## src/rtl/cpu_trace_fifo.sv

```systemverilog
// Trace buffer for the single-cycle CPU: records {PC, Inst, R} per cycle into a
// circular buffer, with optional PC trigger, drained through a fall-through read port.
module cpu_trace_fifo #(
  parameter int DEPTH = 16,
  parameter int AW    = 4
) (
  input  logic          Clk,
  input  logic          Rst_n,
  input  logic [31:0]   PC,
  input  logic [31:0]   Inst,
  input  logic [31:0]   R,
  input  logic          Arm,
  input  logic          Stop,
  input  logic          TrigEn,
  input  logic [31:0]   TrigPC,
  input  logic          RdReady,
  output logic          RdValid,
  output logic [31:0]   RdPC,
  output logic [31:0]   RdInst,
  output logic [31:0]   RdR,
  output logic [AW:0]   Count,
  output logic [15:0]   Dropped,
  output logic [1:0]    State
);

  typedef enum logic [1:0] {
    IDLE      = 2'd0,
    WAIT_TRIG = 2'd1,
    CAPTURE   = 2'd2,
    DONE      = 2'd3
  } state_t;

  localparam logic [AW:0] FULL_COUNT = (AW + 1)'(DEPTH);

  state_t        state;
  logic [AW-1:0] wrPtr;
  logic [AW-1:0] rdPtr;
  logic [95:0]   mem [DEPTH];

  logic push;
  logic pop;
  logic full;
  logic accept;
  logic drop;

  // Stop always wins over capture, including on the trigger-match cycle.
  always_comb begin
    push = 1'b0;
    if (!Stop) begin
      if (state == CAPTURE)
        push = 1'b1;
      else if (state == WAIT_TRIG && PC == TrigPC)
        push = 1'b1;
    end
  end

  assign RdValid = (Count != '0);
  assign full    = (Count == FULL_COUNT);
  assign pop     = RdValid & RdReady;
  assign accept  = push & (~full | pop);
  assign drop    = push & full & ~pop;

  always_ff @(posedge Clk) begin
    if (!Rst_n) begin
      state   <= IDLE;
      wrPtr   <= '0;
      rdPtr   <= '0;
      Count   <= '0;
      Dropped <= '0;
    end else begin
      case (state)
        IDLE, DONE: begin
          if (Arm) begin
            state   <= TrigEn ? WAIT_TRIG : CAPTURE;
            Dropped <= '0;
          end
        end
        WAIT_TRIG: begin
          if (Stop)
            state <= IDLE;
          else if (PC == TrigPC)
            state <= CAPTURE;
        end
        CAPTURE: begin
          if (Stop)
            state <= DONE;
        end
        default: state <= IDLE;
      endcase

      if (accept)
        wrPtr <= wrPtr + 1'b1;
      if (pop)
        rdPtr <= rdPtr + 1'b1;

      if (accept && !pop)
        Count <= Count + 1'b1;
      else if (pop && !accept)
        Count <= Count - 1'b1;

      if (drop && Dropped != 16'hFFFF)
        Dropped <= Dropped + 1'b1;
    end
  end

  always_ff @(posedge Clk) begin
    if (Rst_n && accept)
      mem[wrPtr] <= {PC, Inst, R};
  end

  assign {RdPC, RdInst, RdR} = mem[rdPtr];
  assign State = state;

endmodule

```

## config.mk

```make
export PLATFORM = sky130hd
export DESIGN_NAME = cpu_trace_fifo
export DESIGN_NICKNAME = d
export VERILOG_FILES = /design/src/rtl/cpu_trace_fifo.sv
export SDC_FILE = /design/constraint.sdc
export NUM_CORES = 1
export LEC_CHECK = 0
export ABC_AREA = 1
export BUFFER_PORTS_ARGS = -buffer_cell sky130_fd_sc_hd__buf_2
export CORE_MARGIN = 1
export CORE_UTILIZATION = 25
export DETAILED_ROUTE_END_ITERATION = 7
export PLACE_DENSITY = 0.36
export SKIP_LAST_GASP = 1
export SYNTH_ARGS = -nofsm -noshare
export SYNTH_HDL_FRONTEND = slang
export SYNTH_SLANG_ARGS = --single-unit
```

## constraint.sdc

```tcl
create_clock -name Clk -period 8.15 [get_ports Clk]
set_input_delay 0.815 -clock Clk [delete_from_list [all_inputs] [get_ports Clk]]
set_output_delay 0.815 -clock Clk [all_outputs]
set_load 0.01 [all_outputs]
```

; Yosys cells after proc, flatten, opt, wreduce, memory -nomap -nowiden
; Memory sizes are Yosys's and may differ from the RTL's. A register that Yosys moved wholly into a read port is not among the register bits.
; Cells that the tools add are included.
[totals]
input_bits = 134
ff_bits = 31
word_cells = 60
ramBits = 1536
mem_count = 1
[op_classes]
n_eq_ne = 9
n_mux = 18
reduce_logical = 15
addsub = 5
bitwise = 7
[memory_table]
columns = name, words, width, rd, rd_clocked_by_memory_dff, wr, line
row1 = mem, 16, 96, 1, 1, 1, 38  ; logic [95:0] mem [DEPTH];
[op_table]
columns = cell, count
row1 = $mux W16, 3
row2 = $eq A32 B32 Y1, 1
row3 = $add A16 B1 Y16 const B, 1
row4 = $ne A16 B16 Y1 const B, 1
row5 = $mux W2, 5
row6 = $mux W5, 2
row7 = $add A4 B1 Y4 const B, 2
row8 = $mux W4, 2
row9 = $pmux W2 S3, 1
row10 = $reduce_bool A2 Y1, 3
row11 = $add A5 B1 Y5 const B, 1
row12 = $eq A5 B5 Y1 const B, 1
row13 = $logic_and A1 B1 Y1, 5
row14 = $mux W1, 5
row15 = $reduce_bool A5 Y1, 1
row16 = $sub A5 B1 Y5 const B, 1
row17 = $and A1 B1 Y1, 4
row18 = $eq A2 B2 Y1 const B, 2
row19 = $ne A2 B2 Y1 const B, 2
row20 = $ne A3 B2 Y1 const B, 1
row21 = $reduce_and A3 Y1, 1
row22 = $eq A2 B1 Y1 const B, 1
row23 = $logic_not A1 Y1, 2
row24 = $logic_not A2 Y1, 1
row25 = other kinds (4), 5

; Depth between registers and ports, before layout
; Gate-level depths: netlist of run 1.
[depth]
word_depth = 10
ltp_mapped = 22
depth_no_buf = 21

; Least setup slack after synthesis of run 1
; OpenSTA, ideal clock, no wires.
[synth_timing]
path_kind = input-to-reg
startpoint = input TrigPC[11]
endpoint = memory mem[0][0] (enable)
n_path_buf = 1
required_ns = 7.599
path_stages = 12
path_slack_ns = 1.708
arrival_ns = 5.890
cell_sequence = xnor2_1 nand2_1 nor2_1 nand2_1 nor2_2 nand3_1 nand2_2 buf_6 nand2_4 nor2_8 nand2_4 nor2_1
[synth_between]
elab_chain_cells = 9
[synth_lines]
columns = item, line
row1 = start: declaration, 15  ; input logic [31:0] TrigPC,
row2 = $eq A32 B32 Y1, 52  ; else if (state == WAIT_TRIG && PC == TrigPC)
row3 = $logic_and A1 B1 Y1, 52
row4 = $mux W1, 52
row5 = $mux W1, 50  ; if (state == CAPTURE)
row6 = $mux W1, 49  ; if (!Stop) begin
row7 = $and A1 B1 Y1, 60  ; assign accept = push & (~full | pop);
row8 = $logic_and A1 B1 Y1, 107  ; if (Rst_n && accept)
row9 = $mux W1, 107
row10 = $mux W1 (implied by the code), 108  ; mem[wrPtr] <= {PC, Inst, R};
row11 = end: declaration, 38
; Every way passes these cells.

==> out/metrics.yaml, run 1 <==
status:
  status: "complete, no violations"
route:
  first_pass_iters: 5
  drtIter0Drc: 2166
  finalWirelength_um: 188000
  antenna_left: 0
  avgViaCountPerCell: 4.44
  wl_per_cell_um: 23.2
  drc_errors: 0
  num_vias: 36000
clocking:
  cts_buffers: 184
  cts.clk_slew.worst_paths_ns: 0.06
  htreeDepth: 4
  clkLatencyLatePin_ns: 0.82
  cts-resized-gates: 0
  numClockSinks: 1571
  cts_tree: "built"
  cts_setup_buffers: 0
  hold_buffers: 0
  clk_path_buf_depth: 3
  root_buffer: "clkbuf_16"
power_and_ir_drop:
  power.internal_mw: 14.9
  switchingPower_mw: 6.65
  power_frac_seq_pct: 42.0
  power_leakage_nw: 24.4
  p_comb_share_pct: 22.0
  finalPower_mw: 21.6
  power_density_mw_per_mm2: 291
  switching_share_pct: 30.8
  ir_drop_v: 0.000210
  clkPwrFrac_pct: 36.0
timing:
  final-setup-viol-count: 0
  finalCritPeriodShare_pct: 64.0
  report.final.slew_viol_count: 0
  hold_violations: 0
  relSlewSlack_pct: 1.35
  period_needed_ns: 5.22
  finalSetupTns_ns: 0
  fmax_mhz: 192
  rsz0062_at_grt: "no"
  tightest_slew_ns: 1.48
  setup_ws_ns: 2.93
  skew_ns: 0.0304
  hold_ws_ns: 0.371
run:
  drv_cap: 0
die:
  core_mm2: 0.252
  boundaryPins: 254
  rows: 184
  start_util_pct: 25.2
  die_h_um: 506
  dieArea_mm2: 0.256
  die_x_um: 506
grt:
  grt_pass1_wl_um: 271000
  grt-ovfl-total: 0
  antenna_found_initial: 26
  grt_pass1_vias: 36600
  grt_max_degree: 198
  grt_usage_pct: 14.6
final_layout:
  layout.cells.non_filler: 8120
  stdcell_area_mm2: 0.0741
  finish.utilization_pct: 29.4
  nets: 4762
  syn_to_final_growth_pct: 16.8
  drive_above_1_share_pct: 12.5
synthesis:
  synth.distinct_cells: 39
  synthesis.nets: 4557
  ys_ff_latch: 1571
  synth_cells: 4410
  ys_seq_area_share_pct: 73.8
  yosysWarnings: 0
  syn_area_per_cell_um2: 14.4
  syn_area_mm2: 0.0634
worst_setup_path:
  cp_max_fo: 133
  critPathLaunchType: "flip-flop"
  cp.arrival_ns: 4.40
  r2r_setup_slack_ns: 4.47
  worstSetupPathType: "reg2out"
  end_kind: "output port"
  critPathRequiredTime_ns: 7.34
placed_design:
  gp_congestion: 0.699
  dp.cells: 7777
  dp_hpwl_um: 92000
  dp_slack_ns: 2.70
  place.port_buffers: 253
  dpl-instance-area_mm2: 0.0685
min_path:
  hold_path.class: "in2reg"
-- worst max-delay path, stage by stage (launching register included) --
cell and delay [ns]:
dfxtp_4 0.84, buf_12 0.64, buf_4 0.88, a21oi_1 0.07, o21ai_1 0.13, o21ai_1 0.10
o211ai_1 0.25, nand2_1 0.12, buf_2 0.16
-- layout by cell type, fill, tap and decap left out, types with 3 or more instances in the layout --
master         n
nor3_1         4
nand2_4        6
bufinv_16      5
mux2i_1      384
inv_1        432
buf_12        28
edfxtp_1    1536
a21oi_2       10
nor2_1        32
clkinv_8       4
clkinv_16      3
xor2_1         9
o211ai_1     384
clkbuf_16    188
diode_2        3
nand4_1        4
ha_1          12
o21ai_0      339
nand2_2        3
clkinv_1      54
clkbuf_1      57
nand3_2       12
dfxtp_4        4
dfxtp_1       31
buf_2        253
nand2_1      180
o21ai_1      126
nor2_4        19
clkinv_2      20
buf_4         22
xnor2_1       25
a21oi_1      400
clkinvlp_4     4
inv_8          3
nand3_1      153
nand3b_1       6
-- cell families after synthesis --
kind of cell | after synthesis | synth area share, %
XOR/XNOR | 34 | 0.469
buffers and inverters | 721 | 4.66
adder cells (fa/ha/maj) | 13 | 0.268
multiplexers | 384 | 6.06
AO/OA/AOI/OAI | 1262 | 11.6
flip-flops | 1571 | 73.8
AND/OR/NAND/NOR | 425 | 3.17
-- power groups by stage --
stage	Combinational, mW	Sequential (mW)	Clock [mW]
3_3_place_gp	4.90	9.23	0
5_1_grt	5.31	9.07	8.32
2_1_floorplan	3.19	9.14	0
4_1_cts	4.91	9.06	8.03
6_report	4.75	9.06	7.76
3_5_place_dp	4.90	9.23	0
-- cell type report --
type	count	area, um2
tap	3348	4190
multi-input combinational	2118	13800
clock inverter	95	704
sequential	1571	46800
antenna	3	7.51
clock buffer	245	4920
timing repair buffer	303	1990
inverter	437	1660
fill	25400	178000
-- layer usage --
layer  track usage [%]  wire length (um)
met4              3.33              3440
met1              21.0             93200
met2              22.9             85300
met3              2.28              6360
met5                 0                41
-- Yosys cell counts --
library cell | count | share of area, %
edfxtp_1 | 1536 | 73
inv_1 | 432 | 2.6
a21oi_1 | 400 | 3.2
mux2i_1 | 384 | 6.1
o211ai_1 | 384 | 4.5
o21ai_0 | 339 | 2.7
nand2_1 | 180 | 1.1
clkbuf_1 | 159 | 0.94
nand3_1 | 153 | 1.2
o21ai_1 | 126 | 0.99
buf_2 | 54 | 0.43
nor2_1 | 48 | 0.28
buf_4 | 36 | 0.43
dfxtp_1 | 35 | 1.1
buf_1 | 30 | 0.18
xnor2_1 | 25 | 0.35
ha_1 | 12 | 0.24
nand3_2 | 12 | 0.19
a21oi_2 | 10 | 0.14
xor2_1 | 9 | 0.12
nand2_4 | 6 | 0.11
nand3b_1 | 6 | 0.071
buf_6 | 4 | 0.071
inv_2 | 4 | 0.024
nand4_1 | 4 | 0.039
nor3_1 | 4 | 0.032
nand2_2 | 3 | 0.030
nor2_4 | 3 | 0.053
or2_2 | 2 | 0.020
a211oi_1 | 1 | 0.012
a21o_1 | 1 | 0.012
a21oi_4 | 1 | 0.026
buf_12 | 1 | 0.032
clkinv_1 | 1 | 0.0059
fa_1 | 1 | 0.032
nor2_2 | 1 | 0.0099
nor2_8 | 1 | 0.032
nor4_2 | 1 | 0.020
or4_1 | 1 | 0.012
-- sequential cells by signal (all words and copies together) (netlist names), named ones only --
register / count
Dropped: 16
rdPtr: 4
Count: 5
mem: 1536
wrPtr: 4
State: 2
-- path summary, 6_finish.rpt --
path	to	start	cells past startpoint
worst max-delay path	RdInst[7]	flip-flop	8
worst min-delay path	State[1]$_SDFFE_PN0P_	TrigEn	4
worst max register to register	mem[1][31]$_DFFE_PP_	State[1]$_SDFFE_PN0P_	9
worst min register to register	flip-flop	rdPtr[3]$_SDFFE_PN0N_	2
No activity file was read; power rests on OpenSTA's default activity.
==> inputs of run 2 (changes only) <==
- ABC_AREA: 1 -> 0
- PLACE_DENSITY: 0.36 -> 0.37
- clock period: 8.15 -> 4.4 ns (I/O delays scaled with it)
==> out/metrics.yaml, run 2 <==
placed_design:
  place.port_buffers: 253
  dpl-instance-area_mm2: 0.0670
  dp_slack_ns: 0.179
  dp_hpwl_um: 96000
  gp_congestion: 0.710
min_path:
  hold_depth: 2
  hold_path.class: "in2reg"
  min_to: "mem[6][65]$_DFFE_PP_"
  worstHoldStart: "PC[1]"
worst_setup_path:
  r2r_end: "Count[4]$_SDFFE_PN0P_"
  cp.arrival_ns: 3.56
  end_kind: "output port"
  path_cells: "buf_12, buf_12, mux4_2, mux4_2, buf_2"
  critPathRequiredTime_ns: 3.96
  r2r-start: "Count[0]$_SDFFE_PN0P_"
  critPathTopFamily: "multiplexers"
  r2r_setup_slack_ns: 1.07
  cp_max_fo: 32
  critPathLaunchType: "flip-flop"
  reg2reg_depth: 13
  cp_num_buf_inv: 3
  max_stage_delay_ns: 0.73
  worstSetupPathType: "reg2out"
  slowest_stage: "dfxtp_4"
  cp.depth: 5
final_layout:
  nets: 3099
  finish.utilization_pct: 31.0
  drive_above_1_share_pct: 37.6
  top_register: "mem"
  nFillCells: 22700
  largest_registers: "mem: 1536 flops, Dropped: 16 flops, Count: 5 flops"
  stdcell_area_mm2: 0.0738
  layout_common_cells: "1536 x edfxtp_1, 480 x mux4_2, 253 x buf_2, 180 x clkbuf_16, 85 x dlygate4sd3_1"
  syn_to_final_growth_pct: 23.1
  final_common_cell: "edfxtp_1"
  largest_reg_flops: 1536
synthesis:
  synthesis.nets: 2570
  synth.distinct_cells: 53
  ys_seq_area_share_pct: 78.1
  syn_area_per_cell_um2: 24.7
  yosys.area.top_type: "edfxtp_1"
  ys_ff_latch: 1571
  synth_common_cells: "1536 x edfxtp_1, 480 x mux4_2, 76 x clkbuf_1"
  synth_top_area_share_pct: 77.0
  yosys_most_used_dff: "edfxtp_1"
  synth_cells: 2423
  syn_area_mm2: 0.0599
  synthTopCellsByArea: "edfxtp_1 77%, mux4_2 18%, dfxtp_1 1.2%"
  synthArstFlopShare_pct: 0
  synth_edf_count: 1536
  synthMostInstantiatedCell: "edfxtp_1"
  yosysWarnings: 0
route:
  first_pass_iters: 7
  drc_errors: 28
  drtIter0Drc: 1999
  avgViaCountPerCell: 4.44
  num_vias: 27900
  wl_per_cell_um: 26.4
  finalWirelength_um: 166000
  antenna_left: 0
status:
  violations: "design-rule violations"
  status: "finished with violations"
grt:
  grt_pass1_wl_um: 235000
  grt-ovfl-total: 0
  grt_usage_pct: 13.7
  grt_pass1_vias: 30500
  antenna_found_initial: 22
  grt_max_degree: 76
clocking:
  htreeDepth: 4
  numClockSinks: 1571
  cts_tree: "built"
  clk_path_buf_depth: 3
  cts_setup_buffers: 0
  cts_buffers: 180
  clkLatencyLatePin_ns: 0.82
  cts.clk_slew.worst_paths_ns: 0.06
  root_buffer: "clkbuf_16"
timing:
  tightest_slew_ns: 0.948
  skew_ns: 0.0505
  hold_ws_ns: 0.0759
  report.final.slew_viol_count: 0
  fmax_mhz: 250
  relSlewSlack_pct: 36.8
  setup_ws_ns: 0.396
  period_needed_ns: 4.00
  hold_violations: 0
  final-setup-viol-count: 0
  rsz0062_at_grt: "no"
  finalCritPeriodShare_pct: 91.0
power_and_ir_drop:
  ir_drop_v: 0.000322
  power_leakage_nw: 22.5
  power_density_mw_per_mm2: 508
  finalPower_mw: 37.5
run:
  drv_cap: 0
die:
  die_h_um: 492
  core_mm2: 0.238
  dieArea_mm2: 0.242
  boundaryPins: 254
  die_x_um: 492
  start_util_pct: 25.2
  rows: 179
## run 2: changes by cell type after synthesis, moves of 126 or more
cell / delta
mux2i_1: -381
mux4_2: +480
nand2_1: -160
nand3_1: -141
o21ai_1: -126
o211ai_1: -383
o21ai_0: -333
a21oi_1: -379
inv_1: -423
## run 2: cells by family after synthesis
kind of cell,share of synthesized area [%]
AO/OA/AOI/OAI,0.885
XOR/XNOR,0.570
adder cells (fa/ha/maj),0.284
buffers and inverters,0.960
flip-flops,78.1
multiplexers,18.1
AND/OR/NAND/NOR,1.09
## run 2: layout make-up
class,count,area (um2),area share (%)
flip-flops and latches,1571,46800,63.5
multi-input cells,715,12800,17.3
clock buffers,203,4590,6.22
repair buffers,474,4180,5.66
well taps,3167,3960,5.37
clock inverters,130,1370,1.85
inverters,10,37.5,0.0509
diodes,10,25.0,0.0339
## run 2: per-layer routing
layer  global-route usage, %  vias up  wire (um)
met1                    17.7    15400      71900
met2                    23.5      602      83400
li1                        -    11700          -
met5                       0        -         24
met4                    3.11        4       2980
met3                    2.86      208       7610
## run 2: worst max-delay path by stage
stage | endpoint | slack, ns
2_1_floorplan | mem[0][0]$_DFFE_PP_ | -0.51
3_3_place_gp | Count[4]$_SDFFE_PN0P_ | 0.12
3_5_place_dp | Count[4]$_SDFFE_PN0P_ | 0.18
4_1_cts | RdPC[18] | 0.21
5_1_grt | RdPC[18] | 0.16
6_report | RdPC[18] | 0.40
## run 2: what timing repair did
action,in CTS,in global routing
hold buffers,85,0
hold endpoints to repair,1276,0
resized for setup,0,0
setup endpoints to repair,0,0
## run 2: power by group
group / internal [mW] / switching, mW
logic: 2.88 / 2.93
registers: 16.5 / 0.158
clock network: 8.73 / 6.23
total: 28.2 / 9.32
## run 2: stage by stage
step           std cells  TNS, ns
2_1_floorplan       2423  -282.82
3_3_place_gp        5852        0
3_5_place_dp        5852        0
4_1_cts             6270        0
5_1_grt             6274        0
6_report            6280        0
## run 2: worst register-to-register path: stages (launching register included)
cell and delay, ns:
dfxtp_1 0.38, or4_4 0.58, nor3b_4 0.31, nor2_1 0.24
nand2_8 0.12, inv_1 0.04, ha_1 0.21, inv_1 0.13
ha_1 0.29, a21o_1 0.20, a21oi_1 0.21, xnor2_1 0.11
or3_1 0.31, a21oi_1 0.14
